--- src/rtl/adder_arb_pkg.sv ---
// Shared definitions for the adder arbiter: data width, FSM state type and the
// round-robin winner search used by rr_arbiter.
package adder_arb_pkg;

   localparam int unsigned DATA_W  = 8;
   localparam int unsigned MAX_REQ = 8;

   typedef enum logic [1:0] {
      IDLE = 2'd0,
      CALC = 2'd1,
      RESP = 2'd2
   } arbState_e;

   // Search starts one past the last winner and wraps modulo numReq.
   function automatic logic [2:0] next_rr(input logic [MAX_REQ-1:0] req,
                                          input logic [2:0]         last,
                                          input int unsigned        numReq);
      logic [2:0] winner;
      logic [2:0] idx;
      logic       found;
      winner = '0;
      found  = 1'b0;
      for (int unsigned k = 1; k <= MAX_REQ; k++) begin
         idx = 3'((32'(last) + k) % numReq);
         if (!found && (k <= numReq) && req[idx]) begin
            winner = idx;
            found  = 1'b1;
         end
      end
      return winner;
   endfunction

endpackage

--- src/rtl/adder_arbiter_rr.sv ---
// Round-robin grant logic: one-hot grant plus index for the first valid
// requester after last_grant, gated by enable.
module rr_arbiter
   import adder_arb_pkg::*;
#(
   parameter  int NUM_REQ = 4,
   localparam int ID_W    = $clog2(NUM_REQ)
) (
   input  logic [NUM_REQ-1:0] req_valid,
   input  logic [ID_W-1:0]    last_grant,
   input  logic               enable,
   output logic [NUM_REQ-1:0] grant,
   output logic [ID_W-1:0]    grant_idx
);

   always_comb begin
      grant_idx = ID_W'(next_rr(MAX_REQ'(req_valid), 3'(last_grant), NUM_REQ));
      grant     = '0;
      if (enable && (|req_valid)) begin
         grant[grant_idx] = 1'b1;
      end
   end

endmodule

--- src/rtl/adder_arbiter.sv ---
// Shares one 8-bit adder among NUM_REQ requesters via round-robin arbitration.
// Optional macro ADDER_ARB_SATURATE_EN clamps overflowing sums to 0xFF.
module adder_arbiter
   import adder_arb_pkg::*;
#(
   parameter  int NUM_REQ = 4,
   localparam int ID_W    = $clog2(NUM_REQ)
) (
   input  logic                      clk,
   input  logic                      rst,
   input  logic [NUM_REQ-1:0]        req_valid,
   output logic [NUM_REQ-1:0]        req_ready,
   input  logic [NUM_REQ*DATA_W-1:0] req_a,
   input  logic [NUM_REQ*DATA_W-1:0] req_b,
   output logic                      resp_valid,
   input  logic                      resp_ready,
   output logic [ID_W-1:0]           resp_id,
   output logic [DATA_W-1:0]         resp_sum,
   output logic                      resp_carry
);

   arbState_e         state_q, state_d;
   logic [ID_W-1:0]   lastGrant_q, lastGrant_d;
   logic [ID_W-1:0]   capId_q, capId_d;
   logic [DATA_W-1:0] opA_q, opA_d;
   logic [DATA_W-1:0] opB_q, opB_d;
   logic [ID_W-1:0]   respId_q, respId_d;
   logic [DATA_W-1:0] sum_q, sum_d;
   logic              carry_q, carry_d;

   logic [NUM_REQ-1:0] grantVec;
   logic [ID_W-1:0]    grantIdx;
   logic               arbEnable;
   logic [DATA_W:0]    rawSum;

   assign arbEnable = (state_q == IDLE);
   assign rawSum    = {1'b0, opA_q} + {1'b0, opB_q};

   rr_arbiter #(.NUM_REQ(NUM_REQ)) uArb (
      .req_valid  (req_valid),
      .last_grant (lastGrant_q),
      .enable     (arbEnable),
      .grant      (grantVec),
      .grant_idx  (grantIdx)
   );

   always_comb begin
      state_d     = state_q;
      lastGrant_d = lastGrant_q;
      capId_d     = capId_q;
      opA_d       = opA_q;
      opB_d       = opB_q;
      respId_d    = respId_q;
      sum_d       = sum_q;
      carry_d     = carry_q;
      req_ready   = '0;
      case (state_q)
         IDLE: begin
            if (|grantVec) begin
               req_ready = grantVec;
               opA_d     = req_a[grantIdx*DATA_W +: DATA_W];
               opB_d     = req_b[grantIdx*DATA_W +: DATA_W];
               capId_d   = grantIdx;
               state_d   = CALC;
            end
         end
         CALC: begin
            // Result registers only change here, so RESP outputs stay frozen.
            respId_d    = capId_q;
`ifdef ADDER_ARB_SATURATE_EN
            sum_d       = rawSum[DATA_W] ? '1 : rawSum[DATA_W-1:0];
`else
            sum_d       = rawSum[DATA_W-1:0];
`endif
            carry_d     = rawSum[DATA_W];
            lastGrant_d = capId_q;
            state_d     = RESP;
         end
         RESP: begin
            if (resp_ready) begin
               state_d = IDLE;
            end
         end
         default: state_d = IDLE;
      endcase
   end

   // lastGrant resets to the top index so requester 0 wins first.
   always_ff @(posedge clk or posedge rst) begin
      if (rst) begin
         state_q     <= IDLE;
         lastGrant_q <= ID_W'(NUM_REQ - 1);
         capId_q     <= '0;
         opA_q       <= '0;
         opB_q       <= '0;
         respId_q    <= '0;
         sum_q       <= '0;
         carry_q     <= 1'b0;
      end else begin
         state_q     <= state_d;
         lastGrant_q <= lastGrant_d;
         capId_q     <= capId_d;
         opA_q       <= opA_d;
         opB_q       <= opB_d;
         respId_q    <= respId_d;
         sum_q       <= sum_d;
         carry_q     <= carry_d;
      end
   end

   assign resp_valid = (state_q == RESP);
   assign resp_id    = respId_q;
   assign resp_sum   = sum_q;
   assign resp_carry = carry_q;

endmodule

--- config.mk ---
export PLATFORM = sky130hd
export DESIGN_NAME = adder_arbiter
export DESIGN_NICKNAME = d
export VERILOG_FILES = /design/src/rtl/adder_arb_pkg.sv /design/src/rtl/adder_arbiter_rr.sv /design/src/rtl/adder_arbiter.sv
export SDC_FILE = /design/constraint.sdc
export NUM_CORES = 1
export LEC_CHECK = 0
export CELL_PAD_IN_SITES_DETAIL_PLACEMENT = 1
export CELL_PAD_IN_SITES_GLOBAL_PLACEMENT = 2
export CORE_MARGIN = 10
export CORE_UTILIZATION = 32
export DETAILED_ROUTE_END_ITERATION = 16
export DONT_BUFFER_PORTS = 1
export PLACE_DENSITY = 0.8
export SYNTH_ARGS = -nofsm -noshare
export SYNTH_HDL_FRONTEND = slang
export SYNTH_SLANG_ARGS = --single-unit
--- constraint.sdc ---
create_clock -name clk -period 1.6 [get_ports clk]
set_input_delay 0.08 -clock clk [delete_from_list [all_inputs] [get_ports clk]]
set_output_delay 0.08 -clock clk [all_outputs]
set_load 0.01 [all_outputs]
==> impl_metrics.env, run 1 <==
export IMPL_fin_cells=341
export IMPL_wl_um=6910
export IMPL_synth_edf_count=0
export IMPL_portBuffers=0
export IMPL_use_met1=0.167
export IMPL_synth_top_family_by_area="compound AO/OA/AOI/OAI gates"
export IMPL_fin_area_mm2=0.00271
export IMPL_area_delta_synth_final_pct=35.0
export IMPL_setup_viol=22
export IMPL_hpwl_um=4850
export IMPL_yosys_area_top_type_share=0.387
export IMPL_antenna_left=0
export IMPL_fin_nets=346
export IMPL_worst_setup_path_type="reg -> reg"
export IMPL_yosys_warnings=0
export IMPL_hold_viol=0
export IMPL_fillers=698
export IMPL_outcome="complete, but fails checks"
export IMPL_antenna_found_initial=0
export IMPL_h_tree_depth=2
export IMPL_gp_congestion=0.827
export IMPL_timing_final_ws_setup_ns=-0.248
export IMPL_synth_ff_latch_count=33
export IMPL_synth_xor_xnor_area_share=0.00874
export IMPL_syn_inst=226
export IMPL_crit_arrival_ns=1.99
export IMPL_place_ws_ns=-0.670
export IMPL_grt_busiest_layer="met2"
export IMPL_n_antenna_cell=0
export IMPL_firstDrtPassIters=5
export IMPL_cts_buffer_depth=2
export IMPL_vdd_ir_drop_worst_mv=0.773
export IMPL_clkTransAtPathRegs_ns=0.06
export IMPL_synthAdderAreaFrac=0.0599
export IMPL_drc=0
export IMPL_avgSynthCellArea_um2=8.87
export IMPL_startpoint_type="flop"
export IMPL_skew_ns=0.00490
export IMPL_synth_main_ff_cell="dfrtp_1"
export IMPL_wl_per_cell_um=20.3
export IMPL_layout_drive_gt1_share=0.252
export IMPL_placed_cells=301
export IMPL_synth_compound_area_share=0.274
export IMPL_relSlewSlack=0.707
export IMPL_cts_tree="built"
export IMPL_synth_simple_area_share=0.162
export IMPL_drt_iter0_drc=142
export IMPL_synthMuxAreaShare=0.00562
export IMPL_netlist_cell_type_count=35
export IMPL_cp_max_fo=5
export IMPL_grt_pass1_vias=2078
export IMPL_cap_violations=0
export IMPL_yosysSeqAreaShare=0.413
export IMPL_yosys_top_cells_area="dfrtp_1 (39%), a222oi_1 (8.0%), nand2_1 (6.6%)"
export IMPL_postPlaceCellArea_mm2=0.00217
export IMPL_total_leakage_power_nw=1.15
export IMPL_slew_violations=0
export IMPL_num_io_pins=87
export IMPL_timing_fmax_ghz=0.541
export IMPL_finalHoldWorstSlack_ns=0.0354
export IMPL_numCtsBuffers=5
export IMPL_die_x_um=99.1
export IMPL_synth_largest_area_cell="dfrtp_1"
export IMPL_syn_nets=306
export IMPL_setup_tns_ns=-3.47
export IMPL_syn_cell_area_mm2=0.00200
export IMPL_initial_core_util=0.335
export IMPL_grt_use_met2=0.231
export IMPL_design_core_area_mm2=0.00599
export IMPL_gr_total_overflow=0
export IMPL_grt_pass1_wl_um=11200
export IMPL_rsz0062_at_grt="true"
export IMPL_power_total_mw=6.29
export IMPL_fp_row_count=28
export IMPL_dr_total_vias=1915
export IMPL_critical_path_endpoint_type="flop"
export IMPL_routed_via_density=5.62
export IMPL_fin_crit_sh=1.15
export IMPL_worstPathRequired_ns=1.75
export IMPL_fin_crit_ns=1.85
export IMPL_final_util=0.452
export IMPL_die_area_mm2=0.00983
export IMPL_track_usage=0.137
export IMPL_dieHeight_um=99.1
export IMPL_clkLatencyLatePin_ns=0.28
export IMPL_root_buffer="clkbuf_8"
export IMPL_use_met3=0.0360
export IMPL_power_density_mw_per_mm2=2330
export IMPL_worstMarginPinSlew_ns=0.439
export IMPL_min_path_type="in -> reg"
export IMPL_violations="negative setup slack"
export IMPL_cts_sinks=33
export IMPL_async_flop_share=1.00
export IMPL_grt_start_max_net_pins=42
cell usage after synthesis, types with 5 or more instances:
| library cell | number |
|---|---|
| a21oi_1 | 5 |
| a222oi_1 | 16 |
| a31oi_1 | 19 |
| buf_6 | 5 |
| clkbuf_1 | 8 |
| dfrtp_1 | 31 |
| ha_1 | 8 |
| inv_1 | 9 |
| nand2_1 | 35 |
| nor2_1 | 28 |
| nor2b_1 | 5 |
| o21ai_0 | 16 |
path summary, 6_finish.rpt:
path,start,slack [ns],end,cells past startpoint
worst max-delay path,lastGrant_q[0],-0.25,opB_q[6],7
worst min-delay path,req_a[13],0.04,opA_q[5],2
worst max register to register,lastGrant_q[0],-0.25,opB_q[6],7
worst min register to register,capId_q[0],0.50,resp_id[0],2
max in group asynchronous,rst,0.91,lastGrant_q[1],3
min in group asynchronous,rst,0.34,state_q[0],3
power by group:
part	total (mW)	switching (mW)	leakage, nW	internal [mW]
registers	1.73	0.427	0.381	1.30
clock network	0.632	0.291	0.0443	0.341
logic	3.94	1.95	0.723	1.99
total	6.29	2.66	1.15	3.63
layer usage:
metal / share of wire / wire length [µm]
met3: 0.062 / 429
met2: 0.49 / 3410
met5: 0 / 0
met1: 0.43 / 3000
met4: 0.010 / 72
cells in the final DEF, fill, tap and decap left out, types with 2 or more instances in the layout:
cell	netlist	routed
nor2_1	28	26
buf_6	5	12
a31oi_1	19	18
o21ai_1	0	5
nor3_1	4	3
ha_4	0	4
clkbuf_8	0	6
inv_1	9	7
nor2b_1	5	3
o21bai_1	2	2
buf_12	0	2
dfstp_2	2	2
xor2_1	2	2
o21ai_0	16	11
o31a_1	2	2
nand2b_1	2	2
a222oi_1	16	16
ha_1	8	4
dlygate4sd3_1	0	18
nand2_1	35	34
a211oi_2	0	2
a21o_1	3	3
dfrtp_1	31	31
buf_4	1	20
and2_4	0	2
a21oi_1	5	3
a21oi_2	0	2
state kept, by name (all words and copies together), names as in the netlist:
register / flops
capId_q: 2
lastGrant_q: 2
opA_q: 8
opB_q: 8
resp_carry: 1
resp_id: 2
resp_sum: 8
state_q: 2
worst max-delay path: stages, from the launching register on:
cell and delay (ns):
dfstp_2 0.54, buf_6 0.10, inv_4 0.03, buf_6 0.10
a32o_2 0.28, buf_6 0.14, a222oi_1 0.38, a31oi_1 0.14
layout make-up:
type | count | area [µm²] | share of cell area
Clock buffer | 7 | 86.3 | 0.0319
Inverter | 9 | 36.3 | 0.0134
Multi-Input combinational cell | 165 | 1150 | 0.427
Sequential cell | 33 | 828 | 0.306
Tap cell | 75 | 93.8 | 0.0347
Timing Repair Buffer | 52 | 505 | 0.187
logic make-up after synthesis:
| family | after synthesis |
|---|---|
| adders and majority gates | 9 |
| DFF | 33 |
| and+or+nand+nor | 78 |
| muxes | 1 |
| AOI/OAI and AO/OA | 75 |
| xor gates and xnor gates | 2 |
| buffers and inverters | 28 |
timing repair:
action                                  4_1_cts  5_1_grt
setup buffers                                11        5
resized for setup                            24       15
endpoints found under the setup margin       25       27
pin swaps                                    16       13
hold buffers                                 18        0
gates cloned                                  1        0
endpoints found under the hold margin        48        0
Power figures use the tool's default switching activity.
==> inputs of run 2 (changes only) <==
==> constraint.sdc (replaced) <==
create_clock -name clk -period 1.6 [get_ports clk]
set_input_delay 0.4 -clock clk [delete_from_list [all_inputs] [get_ports clk]]
set_output_delay 0.4 -clock clk [all_outputs]
set_load 0.01 [all_outputs]
==> run 2 against run 1 <==
Compared with the run above: the run still ends with negative setup slack left; critical path depth shrank 1; design area fell by 6.1%; critical path type unchanged; sequential share of layout area up 2.0 points; routed wire length increased by 2.5%; non-clock buffer count is 19 lower; first-iteration DRC count grew 29%; largest power group unchanged; hold slack improved by 0.058 ns.
==> impl_metrics.env, run 2 (synthesis results as in run 1) <==
export IMPL_timing_final_ws_setup_ns=-0.303
export IMPL_cap_violations=0
export IMPL_gr_total_overflow=0
export IMPL_design_core_area_mm2=0.00599
export IMPL_skew_ns=0.00653
export IMPL_relSlewSlack=0.703
export IMPL_grt_pass1_wl_um=11200
export IMPL_timing_fmax_ghz=0.526
export IMPL_layout_commonest_cell="nand2_1"
export IMPL_fp_row_count=28
export IMPL_dr_total_vias=1874
export IMPL_cts_buffer_depth=2
export IMPL_critical_path_endpoint_type="flop"
export IMPL_total_leakage_power_nw=1.07
export IMPL_power_density_mw_per_mm2=2520
export IMPL_worstMarginPinSlew_ns=0.446
export IMPL_initial_core_util=0.335
export IMPL_root_buffer="clkbuf_8"
export IMPL_hpwl_um=5070
export IMPL_grt_start_max_net_pins=34
export IMPL_final_cell_mix="nand2_1 (34), dfrtp_1 (30), nor2_1 (26)"
export IMPL_die_area_mm2=0.00983
export IMPL_dieHeight_um=99.1
export IMPL_wl_um=7090
export IMPL_track_usage=0.139
export IMPL_firstDrtPassIters=6
export IMPL_place_ws_ns=-0.286
export IMPL_startpoint_type="flop"
export IMPL_num_io_pins=87
export IMPL_fin_crit_sh=1.19
export IMPL_layout_drive_gt1_share=0.286
export IMPL_power_total_mw=6.39
export IMPL_crit_arrival_ns=2.06
export IMPL_gp_congestion=0.829
export IMPL_antenna_left=0
export IMPL_grt_pass1_vias=2132
export IMPL_n_antenna_cell=0
export IMPL_wl_per_cell_um=21.9
export IMPL_rsz0062_at_grt="true"
export IMPL_antenna_found_initial=0
export IMPL_final_util=0.424
export IMPL_die_x_um=99.1
export IMPL_cts_tree="built"
export IMPL_outcome="complete, but fails checks"
export IMPL_slew_violations=0
export IMPL_setup_viol=26
export IMPL_routed_via_density=5.80
export IMPL_postCtsHoldBufs=0
export IMPL_finalHoldWorstSlack_ns=0.0934
export IMPL_hold_viol=0
export IMPL_clkLatencyLatePin_ns=0.29
export IMPL_numCtsBuffers=5
export IMPL_worst_setup_path_type="reg -> reg"
export IMPL_worstPathRequired_ns=1.76
export IMPL_h_tree_depth=2
export IMPL_fin_nets=327
export IMPL_cp_max_fo=7
export IMPL_area_delta_synth_final_pct=26.8
export IMPL_fin_crit_ns=1.90
export IMPL_violations="negative setup slack"
export IMPL_cts_sinks=33
export IMPL_drc=0
export IMPL_portBuffers=0
export IMPL_clkTransAtPathRegs_ns=0.08
export IMPL_min_path_type="in -> async"
export IMPL_vdd_ir_drop_worst_mv=0.744
export IMPL_drt_iter0_drc=183
run 2: layer usage:
metal  vias to the layer above  wire length (µm)  global-route usage  part of all wire
met5                         -                 0                   0                 0
met4                         0               113              0.0452             0.016
met3                        10               516              0.0526             0.073
met2                        79              3330               0.212              0.47
met1                       914              3130               0.176              0.44
li1                        871                 -                   -                 -
run 2: worst paths after layout:
check                               start    endpoint  slack (ns)  cells after the start
setup / recovery           lastGrant_q[1]    opB_q[0]       -0.30                      6
min in group clk               resp_ready  state_q[1]        0.21                      1
hold / removal                        rst  state_q[1]        0.09                      2
max in group asynchronous             rst    opB_q[1]        1.16                      2
setup reg to reg           lastGrant_q[1]    opB_q[0]       -0.30                      6
hold reg to reg                capId_q[0]  resp_id[0]        0.50                      2
run 2: layout make-up:
class	instances	area, µm²
fillers	681	3450
multi-input cells	165	1170
flip-flops and latches	33	830
repair buffers	33	294
well taps	75	93.8
clock buffers	7	86.3
inverters	9	33.8
clock inverters	1	30.0
run 2: where the power goes:
| part | leakage, nW | internal (mW) | switching [mW] | total, mW |
|---|---|---|---|---|
| sequential | 0.380 | 1.30 | 0.437 | 1.74 |
| combinational | 0.634 | 1.84 | 1.98 | 3.82 |
| clock | 0.0585 | 0.508 | 0.328 | 0.836 |
| total | 1.07 | 3.65 | 2.74 | 6.39 |
run 2: timing repair:
action | 4_1_cts | 5_1_grt
buffers inserted | 12 | 4
gates cloned | 1 | 0
setup endpoints to repair | 26 | 27
gates resized for setup | 23 | 14
pin swaps | 29 | 19
run 2: per-stage QoR:
stage / instances / instance area [µm²] / TNS (ns)
floorplan: 226 / 2090 / -1.28
global placement: 302 / 2210 / -2.35
detailed placement: 302 / 2210 / -3.27
CTS: 321 / 2500 / -5.06
global route: 323 / 2540 / -7.08
finish: 323 / 2540 / -5.08
run 2: worst max-delay path: stages (launching register included):
cell,delay [ns]
dfstp_2,0.61
o22ai_2,0.10
a32o_2,0.28
buf_6,0.15
buf_6,0.12
a222oi_1,0.36
a31oi_1,0.15
==> inputs of run 3 (changes only) <==
--- a/config.mk
+++ b/config.mk
@@ -7,6 +7,7 @@
 export LEC_CHECK = 0
 export CELL_PAD_IN_SITES_DETAIL_PLACEMENT = 1
 export CELL_PAD_IN_SITES_GLOBAL_PLACEMENT = 2
+export CORE_ASPECT_RATIO = 0.9
 export CORE_MARGIN = 10
 export CORE_UTILIZATION = 32
 export DETAILED_ROUTE_END_ITERATION = 16
==> run 3 against run 2 <==
Compared with the run above: the flow still finishes with violations (negative setup slack); clock skew is 0.0032 ns lower; non-clock buffer count rose by 3; register-to-register slack gained 0.02 ns; flip-flop and latch count is the same; first-iteration DRC count shrank 45%; fmax rose by 0.93%; design area increased by 1.1%; hold slack got worse by 0.0077 ns; cell count is 4.6% higher; largest power group unchanged; critical endpoint is now req_ready[1]; sequential share of layout area fell by 0.41 points; combinational power is 1% lower; sequential power about the same.
==> impl_metrics.env, run 3 (synthesis results as in run 1) <==
export IMPL_comb_power_share=0.595
export IMPL_fin_nets=330
export IMPL_timing_final_ws_setup_ns=-0.285
export IMPL_fp_row_count=27
export IMPL_area_delta_synth_final_pct=28.2
export IMPL_clkTransAtPathRegs_ns=0.07
export IMPL_antenna_left=0
export IMPL_vdd_ir_drop_worst_mv=0.648
export IMPL_cp_cell_sequence="buf_6 > a2bb2oi_1 > o2bb2a_4 > buf_6 > nor2_4"
export IMPL_critical_path_endpoint_type="primary output"
export IMPL_grt_start_max_net_pins=34
export IMPL_min_path_type="in -> async"
export IMPL_antenna_found_initial=0
export IMPL_power_density_mw_per_mm2=2480
export IMPL_clkLatencyLatePin_ns=0.29
export IMPL_initial_core_util=0.328
export IMPL_p_switching_mw=2.67
export IMPL_layout_drive_gt1_share=0.287
export IMPL_cts_buffer_depth=2
export IMPL_switching_share=0.419
export IMPL_track_usage=0.144
export IMPL_routed_via_density=5.49
export IMPL_layout_commonest_cell="nand2_1"
export IMPL_grt_pass1_wl_um=11000
export IMPL_crit_arrival_ns=1.49
export IMPL_skew_ns=0.00335
export IMPL_firstDrtPassIters=8
export IMPL_cp_slowest_cell="dfstp_2"
export IMPL_cp_max_fo=3
export IMPL_design_core_area_mm2=0.00611
export IMPL_finalHoldWorstSlack_ns=0.0856
export IMPL_cts_sinks=33
export IMPL_gr_total_overflow=0
export IMPL_n_antenna_cell=0
export IMPL_die_area_mm2=0.00983
export IMPL_dr_total_vias=1857
export IMPL_hpwl_um=5180
export IMPL_seqPwrFrac=0.276
export IMPL_cap_violations=0
export IMPL_outcome="complete, but fails checks"
export IMPL_wl_um=6930
export IMPL_critical_path_top_delay_family="flip-flops"
export IMPL_final_util=0.420
export IMPL_crit_top_cell="buf_6"
export IMPL_timing_fmax_ghz=0.530
export IMPL_fin_crit_ns=1.89
export IMPL_clockPowerShare=0.129
export IMPL_r2r_cells=8
export IMPL_relSlewSlack=0.710
export IMPL_root_buffer="clkbuf_8"
export IMPL_grt_pass1_vias=2047
export IMPL_violations="negative setup slack"
export IMPL_total_leakage_power_nw=1.09
export IMPL_slowest_delay_ns=0.60
export IMPL_worstPathRequired_ns=1.20
export IMPL_cp_num_cells=5
export IMPL_portBuffers=0
export IMPL_h_tree_depth=2
export IMPL_fin_area_mm2=0.00257
export IMPL_dieHeight_um=95.1
export IMPL_drc=0
export IMPL_numCtsBuffers=5
export IMPL_hold_viol=0
export IMPL_num_io_pins=87
export IMPL_power_internal_mw=3.70
export IMPL_startpoint_type="flop"
export IMPL_die_x_um=103
export IMPL_wl_per_cell_um=20.5
export IMPL_worst_setup_path_type="reg -> out"
export IMPL_crit_buf_inv=2
export IMPL_postCtsHoldBufs=0
export IMPL_final_cell_mix="nand2_1 (34), dfrtp_1 (31), nor2_1 (27)"
export IMPL_drt_iter0_drc=101
export IMPL_postPlaceCellArea_mm2=0.00224
export IMPL_slew_violations=0
export IMPL_rsz0062_at_grt="true"
export IMPL_worstMarginPinSlew_ns=0.434
export IMPL_gp_congestion=0.765
export IMPL_fin_crit_sh=1.18
export IMPL_cts_tree="built"
export IMPL_setup_viol=25
run 3: path summary, 6_finish.rpt:
kind | start | endpoint | slack, ns
setup / recovery | lastGrant_q[0] | req_ready[1] | -0.29
hold / removal | rst | resp_sum[6] | 0.09
setup reg to reg | opA_q[0] | resp_carry | -0.28
hold reg to reg | capId_q[0] | resp_id[0] | 0.51
max in group asynchronous | rst | lastGrant_q[1] | 1.16
min in group clk | resp_ready | state_q[1] | 0.22
run 3: stage by stage:
step | std cells | setup WS [ns] | power [mW] | TNS (ns)
after floorplan | 226 | -0.114 | 3.88 | -1.28
after global placement | 316 | -0.288 | 4.75 | -2.59
after detailed placement | 316 | -0.354 | 4.85 | -3.21
after CTS | 337 | -0.283 | 6.28 | -4.87
after global routing | 338 | -0.378 | 6.93 | -6.11
final | 338 | -0.285 | 6.36 | -3.98
run 3: timing repair:
item	in CTS	in global routing
pin swaps	30	17
endpoints found under the setup margin	26	27
cloned	1	0
resized for setup	23	12
buffers inserted	13	3
run 3: worst reg2reg max path: cells and delay by family (launching register included):
family | cells | cell delay, ns
adder cells (fa/ha/maj) | 2 | 0.44
buffers and inverters | 1 | 0.05
flip-flops | 1 | 0.42
AND/OR/NAND/NOR | 1 | 0.05
AO/OA/AOI/OAI | 4 | 0.80
run 3: power groups by stage:
stage	clock network [mW]	logic, mW	registers, mW
5_1_grt	0.883	4.23	1.82
4_1_cts	0.848	3.68	1.75
3_3_place_gp	0	3.03	1.72
6_report	0.823	3.78	1.76
2_1_floorplan	0	2.29	1.59
3_5_place_dp	0	3.12	1.74
run 3: metal layers:
metal / up-vias / GRT usage / routed length (µm)
met5: - / 0 / 0
met4: 0 / 0.0405 / 85
met3: 6 / 0.0492 / 577
met2: 69 / 0.232 / 3350
met1: 903 / 0.178 / 2920
li1: 879 / - / -
run 3: cell type report:
| class | instances | area (µm²) |
|---|---|---|
| Multi-Input combinational cell | 165 | 1160 |
| Fill cell | 720 | 3540 |
| Sequential cell | 33 | 828 |
| Clock inverter | 1 | 30.0 |
| Tap cell | 87 | 109 |
| Inverter | 9 | 36.3 |
| Clock buffer | 7 | 86.3 |
| Timing Repair Buffer | 36 | 318 |
